File: config.mk
export PLATFORM = sky130hd
export DESIGN_NAME = mul_error_monitor
export DESIGN_NICKNAME = d
export VERILOG_FILES = /design/src/rtl/mul_err_pkg.sv /design/src/rtl/mul_err_stage.sv /design/src/rtl/mul_error_monitor.sv
export SDC_FILE = /design/constraint.sdc
export NUM_CORES = 1
export LEC_CHECK = 0
export CAP_MARGIN = 15
export CORE_MARGIN = 1.5
export CORE_UTILIZATION = 52
export CTS_BUF_LIST = sky130_fd_sc_hd__clkbuf_16
export DETAILED_ROUTE_END_ITERATION = 16
export PLACE_DENSITY = 0.78
export SLEW_MARGIN = 20
export SYNTH_ARGS = -nofsm -noshare
export SYNTH_HDL_FRONTEND = slang
export SYNTH_SLANG_ARGS = --single-unit
export TNS_END_PERCENT = 20
File: constraint.sdc
create_clock -name clk -period 6.3 [get_ports clk]
set_clock_uncertainty 0.1 [all_clocks]
set_input_delay 0.945 -clock clk [delete_from_list [all_inputs] [get_ports clk]]
set_output_delay 0.945 -clock clk [all_outputs]
set_load 0.01 [all_outputs]
File: src/rtl/mul_err_pkg.sv
// Shared types and helpers for the approximate-multiplier error monitor.
package mul_err_pkg;

  typedef enum logic [1:0] {IDLE, RUN, DRAIN, DONE} state_e;

  // Widest product abs_diff can handle; callers zero-extend into it and truncate the result.
  localparam int ABS_W     = 64;
  localparam int SUM_W_DEF = 32;

  // Saturation value for the default accumulator width. Instances with another SUM_W derive their own.
  localparam logic [SUM_W_DEF-1:0] SUM_MAX = '1;

  function automatic logic [ABS_W-1:0] abs_diff(input logic [ABS_W-1:0] r,
                                               input logic [ABS_W-1:0] p);
    return (r >= p) ? (r - p) : (p - r);
  endfunction

endpackage

File: src/rtl/mul_err_stage.sv
// Stage-2 datapath: error distance, saturating sum, error/sample counts and worst-case tracking.
module mul_err_stage
  import mul_err_pkg::*;
#(
  parameter int W     = 8,
  parameter int CNT_W = 16,
  parameter int SUM_W = 2*W+CNT_W
) (
  input  logic             clk,
  input  logic             rst,
  input  logic             clr,
  input  logic             vld,
  input  logic [W-1:0]     a,
  input  logic [W-1:0]     b,
  input  logic [2*W-1:0]   r,
  input  logic [2*W-1:0]   p,
  output logic [SUM_W-1:0] err_sum,
  output logic [2*W-1:0]   err_max,
  output logic [W-1:0]     worst_a,
  output logic [W-1:0]     worst_b,
  output logic [CNT_W-1:0] err_cnt,
  output logic [CNT_W-1:0] smp_cnt
);

  localparam logic [SUM_W-1:0] SAT_MAX = '1;

  logic [SUM_W-1:0] err_sum_q, err_sum_d;
  logic [2*W-1:0]   err_max_q, err_max_d;
  logic [W-1:0]     worst_a_q, worst_a_d;
  logic [W-1:0]     worst_b_q, worst_b_d;
  logic [CNT_W-1:0] err_cnt_q, err_cnt_d;
  logic [CNT_W-1:0] smp_cnt_q, smp_cnt_d;
  logic [2*W-1:0]   ed;
  logic [SUM_W:0]   sum_wide;

  always_comb begin
    // NOTE: every always_comb output gets a default first so no path can infer a latch.
    err_sum_d = err_sum_q;
    err_max_d = err_max_q;
    worst_a_d = worst_a_q;
    worst_b_d = worst_b_q;
    err_cnt_d = err_cnt_q;
    smp_cnt_d = smp_cnt_q;
    ed        = (2*W)'(abs_diff(ABS_W'(r), ABS_W'(p)));
    sum_wide  = {1'b0, err_sum_q} + (SUM_W+1)'(ed);
    if (clr) begin
      err_sum_d = '0;
      err_max_d = '0;
      worst_a_d = '0;
      worst_b_d = '0;
      err_cnt_d = '0;
      smp_cnt_d = '0;
    end else if (vld) begin
      err_sum_d = sum_wide[SUM_W] ? SAT_MAX : sum_wide[SUM_W-1:0];
      err_cnt_d = err_cnt_q + CNT_W'(ed != '0);
      smp_cnt_d = smp_cnt_q + CNT_W'(1);
      // Strict compare: on a tie the earliest worst-case operands are kept.
      if (ed > err_max_q) begin
        err_max_d = ed;
        worst_a_d = a;
        worst_b_d = b;
      end
    end
  end

  // NOTE: sequential state uses non-blocking assignments only; blocking ones here would race other flops.
  always_ff @(posedge clk or posedge rst) begin
    if (rst) begin
      err_sum_q <= '0;
      err_max_q <= '0;
      worst_a_q <= '0;
      worst_b_q <= '0;
      err_cnt_q <= '0;
      smp_cnt_q <= '0;
    end else begin
      err_sum_q <= err_sum_d;
      err_max_q <= err_max_d;
      worst_a_q <= worst_a_d;
      worst_b_q <= worst_b_d;
      err_cnt_q <= err_cnt_d;
      smp_cnt_q <= smp_cnt_d;
    end
  end

  assign err_sum = err_sum_q;
  assign err_max = err_max_q;
  assign worst_a = worst_a_q;
  assign worst_b = worst_b_q;
  assign err_cnt = err_cnt_q;
  assign smp_cnt = smp_cnt_q;

endmodule

File: src/rtl/mul_error_monitor.sv
// Error-metric accumulator for an approximate multiplier: run-control FSM, sample counting and
// the operand/exact-product stage feeding the stage-2 accumulators.
module mul_error_monitor
  import mul_err_pkg::*;
#(
  parameter int W     = 8,
  parameter int CNT_W = 16,
  parameter int SUM_W = 2*W+CNT_W
) (
  input  logic             clk,
  input  logic             rst,
  input  logic             start,
  input  logic [CNT_W-1:0] num_samples,
  input  logic             in_valid,
  output logic             in_ready,
  input  logic [W-1:0]     in_a,
  input  logic [W-1:0]     in_b,
  input  logic [2*W-1:0]   in_r,
  output logic             busy,
  output logic             done,
  output logic [SUM_W-1:0] err_sum,
  output logic [2*W-1:0]   err_max,
  output logic [W-1:0]     worst_a,
  output logic [W-1:0]     worst_b,
  output logic [CNT_W-1:0] err_cnt,
  output logic [CNT_W-1:0] smp_cnt
);

  state_e           state_q;
  logic             busy_q, done_q;
  logic [CNT_W-1:0] num_q, acc_q;
  logic             s1_valid_q, s1_valid_d;
  logic [W-1:0]     s1_a_q, s1_a_d, s1_b_q, s1_b_d;
  logic [2*W-1:0]   s1_r_q, s1_r_d, s1_p_q, s1_p_d;
  logic             hs, start_ok;

  assign in_ready = (state_q == RUN) && (acc_q < num_q);
  assign hs       = in_valid & in_ready;
  assign start_ok = start && ((state_q == IDLE) || (state_q == DONE));

  always_ff @(posedge clk or posedge rst) begin
    if (rst) begin
      state_q <= IDLE;
      busy_q  <= 1'b0;
      done_q  <= 1'b0;
      num_q   <= '0;
      acc_q   <= '0;
    end else begin
      case (state_q)
        IDLE, DONE: if (start) begin
          num_q   <= num_samples;
          acc_q   <= '0;
          state_q <= (num_samples == '0) ? DONE : RUN;
          busy_q  <= (num_samples != '0);
          done_q  <= (num_samples == '0);
        end
        RUN: if (hs) begin
          acc_q <= acc_q + CNT_W'(1);
          if (acc_q + CNT_W'(1) == num_q) state_q <= DRAIN;
        end
        // Stage 1 emptying means stage 2 absorbed the final sample on that same edge.
        DRAIN: if (!s1_valid_q) begin
          state_q <= DONE;
          busy_q  <= 1'b0;
          done_q  <= 1'b1;
        end
        default: state_q <= IDLE;
      endcase
    end
  end

  always_comb begin
    s1_valid_d = hs;
    s1_a_d     = s1_a_q;
    s1_b_d     = s1_b_q;
    s1_r_d     = s1_r_q;
    s1_p_d     = s1_p_q;
    if (hs) begin
      s1_a_d = in_a;
      s1_b_d = in_b;
      s1_r_d = in_r;
      s1_p_d = (2*W)'(in_a) * (2*W)'(in_b);
    end
  end

  always_ff @(posedge clk or posedge rst) begin
    if (rst) begin
      s1_valid_q <= 1'b0;
      s1_a_q     <= '0;
      s1_b_q     <= '0;
      s1_r_q     <= '0;
      s1_p_q     <= '0;
    end else begin
      s1_valid_q <= s1_valid_d;
      s1_a_q     <= s1_a_d;
      s1_b_q     <= s1_b_d;
      s1_r_q     <= s1_r_d;
      s1_p_q     <= s1_p_d;
    end
  end

  mul_err_stage #(.W(W), .CNT_W(CNT_W), .SUM_W(SUM_W)) u_stage (
    .clk     (clk),
    .rst     (rst),
    .clr     (start_ok),
    .vld     (s1_valid_q),
    .a       (s1_a_q),
    .b       (s1_b_q),
    .r       (s1_r_q),
    .p       (s1_p_q),
    .err_sum (err_sum),
    .err_max (err_max),
    .worst_a (worst_a),
    .worst_b (worst_b),
    .err_cnt (err_cnt),
    .smp_cnt (smp_cnt)
  );

  assign busy = busy_q;
  assign done = done_q;

endmodule

==> summary.txt <==
Outcome
  – Status: finished, final reports clean

Yosys
  – Synth Cell Area: approximately 0.013 mm2
  – Mean post-synth cell area: between 8 and 9 um2
  – Synth Register Bits: 181
  – Ys async rst share: 100.0%
  – Top post-synthesis cells by area: dfrtp_1 (34%), ha_1 (12%), fa_1 (5.9%)
  – Syn Nets: 1,718
  – Cells after synthesis: 1,505
  – Synth area leader: dfrtp_1
  – Yosys warns: 0
  – Netlist cell types: 75
  – Yosys top cell area share: 34.23%
  – Primary FF master, synth: dfrtp_1
  – Sequential fraction of the synthesis area: 34.23%
  – Post-synth EDFFs: 0

Hold path
  – Worst Hold Class: register to register
  – Worst Hold Launch: s1_a_q[7]
  – WHS Path Cells: 2
  – Hold EP: s1_a_q[7]

CTS
  – CTS Hold Bufs: 0
  – TritonCTS buffer count: 17
  – Post-CTS Setup Bufs: 0
  – Clk slew on worst S/H paths: approximately 0.070 ns
  – Worst skew pair latency: between 0.4 and 0.5 ns
  – CTS Root Cell: clkbuf_16
  – TritonCTS clock tree: yes
  – Clock Sinks: around 180
  – Longest Clk Path Bufs: 2
  – Cts repair resizes: 0
  – H-tree depth reported by CTS: 4

GRT
  – Antenna violations before repair: 0
  – First-pass GRT wire length: 53,080 um
  – GRT Util Overall: 24.91%
  – Largest net degree at the start of global routing: 104
  – Remaining Overflow, GRT: 0
  – Vias in the first global route: 10,780

Setup path
  – CP endpoint kind: register
  – WP buf/inv: 2
  – Worst Path Required: between 6 and 7 ns
  – Worst path cell trace: ha_1 -> a21oi_4 -> o21ai_1 -> o21a_1 -> o31ai_2 -> a32oi_1 -> xnor2_1 -> inv_1 -> ha_1 -> inv_1 -> o21bai_1 -> a21o_1 -> nor4_1 -> a21oi_1 -> or3b_1 -> nand2_1 -> nor3_1 -> a311oi_1
  – Crit-path slowest cell: o31ai_2
  – Crit path max fanout: 10
  – Worst Path Arrival: 5.77 ns
  – Critical Path Stages: 18
  – Capturing point of the worst reg2reg path: u_stage.err_sum[27]
  – R2r startpoint: s1_p_q[7]
  – R2r setup slk: 0.76 ns
  – R2r worst-path depth: 18
  – CP startpoint kind: register
  – CP Class: register to register
  – Crit path max-delay family: compound AO/OA/AOI/OAI gates
  – CP max stage delay: about 0.65 ns

Layout
  – Final core occ: 62.18%
  – Most frequent cells in the layout: nand2_1 (203), dfrtp_1 (181), inv_1 (155)
  – Area of the multi-input gates: 0.007833 mm2
  – Share of cells above drive strength 1: under 10%
  – Nets: 1,832
  – Area grow syn2layout: 17.99%
  – Fill cells: 2,141
  – Reg area: 0.004529 mm2
  – Commonest non-fill, non-tap cell in the layout: nand2_1
  – Ant. Diodes: 0

Floorplan
  – Core box area: 0.02511 mm2
  – DIE AREA: 0.02641 mm2
  – Die X: 162.5 um
  – Initial Util: between 50% and 60%
  – Die Y: around 160 um
  – Io pins: 151
  – Number of cell rows: 58

Routing
  – Vias: 11,030
  – Vias per inst: 5.621
  – First-pass iteration count of the detailed router: 5
  – Drt wl/cell: around 16 um
  – Final ANT Viol Nets: 0
  – Drt first-iter violations: 858
  – Total wire length: between 30,000 and 40,000 um
  – Number of remaining DRC errors: 0

Timing
  – RSZ-0062 raised after global routing: false
  – Tcrit/Tclk final: 87.87%
  – Tmin final: 5.536 ns
  – Final Hold Fails: 0
  – Max Clk Rate: 180.7 MHz
  – Final setup fails: 0
  – Max_slew headroom: 50.76%
  – Setup TNS: 0 ns
  – Worst-margin pin slew: 0.7386 ns
  – Slew Viols, Final: 0

Placed design
  – HPWL after detailed placement: 23,420 um
  – Gpl congestion: 0.8887
  – Count of buffers from port buffering: 150

Flow run
  – Max_cap viols: 0
-- registers in the layout, indices dropped and copies added, names as in the netlist --
name,cells
busy,1
u_stage.err_sum,32
state_q,2
acc_q,16
u_stage.err_max,16
u_stage.err_cnt,16
u_stage.worst_a,8
u_stage.worst_b,8
s1_b_q,8
s1_valid_q,1
done,1
num_q,16
s1_a_q,8
s1_p_q,16
u_stage.smp_cnt,16
s1_r_q,16
-- area by class of cell --
class / count / area share, %
flip-flops and latches: 181 / 29.01
clock buffers: 17 / 2.725
clock inverters: 15 / 1.426
repair buffers: 161 / 10.23
inverters: 157 / 3.806
well taps: 330 / 2.644
multi-input cells: 1101 / 50.16
-- stage by stage --
step | hold WS, ns | std cells | cell area [um2] | setup slack [ns]
global route | 0.4039 | 1962 | 15610 | 0.4732
finish | 0.3804 | 1962 | 15610 | 0.7645
global placement | 0.3594 | 1930 | 14970 | 0.4716
detailed placement | 0.3647 | 1930 | 14970 | 0.3924
floorplan | 0.3454 | 1505 | 13230 | 0.3397
CTS | 0.3821 | 1962 | 15610 | 0.7990
-- synth_stat cells, drive strengths merged, types with 40 or more instances --
master	n
nand2	203
dfrtp	181
inv	157
ha	122
nor2	112
o21ai	88
a21oi	76
xnor2	49
clkbuf	43
mux2i	43
and2	41
nand3	40
xor2	40
-- worst register-to-register path, delay by kind of cell (launching register included) --
kind,cells,cell delay (ns)
compound gates,9,2.39
xor+xnor,1,0.49
fa+ha+maj,2,0.83
buf+inv,2,0.28
flops,1,0.43
simple gates,4,0.92
-- worst max path at each step --
| stage | from | endpoint | slack, ns |
|---|---|---|---|
| after global routing | s1_r_q[7] | u_stage.err_sum[27] | 0.47 |
| after CTS | in_b[4] | s1_p_q[15] | 0.80 |
| after global placement | in_a[2] | s1_p_q[15] | 0.47 |
| after detailed placement | in_a[2] | s1_p_q[15] | 0.39 |
| after floorplan | rst | acc_q[0] | 0.34 |
| final | s1_p_q[7] | u_stage.err_sum[27] | 0.76 |
-- kinds of logic after synthesis --
group / after synthesis / share of synthesized area, %
simple gates: 499 / 17.52
compound gates: 306 / 14.73
buf+inv: 223 / 6.685
flops: 181 / 34.23
fa+ha+maj: 161 / 17.44
xor+xnor: 89 / 5.891
mux: 46 / 3.508
-- layer usage --
layer  wire [um]  up-vias  share of wire (%)  global-route usage (%)
met5           0        -                  0                       0
li1            -     5353                  -                       -
met1       14350     5369                 45                   33.54
met2       15630      264                 49                   41.47
met4         618        0                1.9                   7.631
met3        1427       42                4.5                   3.794
Power is not shown: default switching activity piles up to over one toggle a cycle in this logic, so the estimate is an artifact.
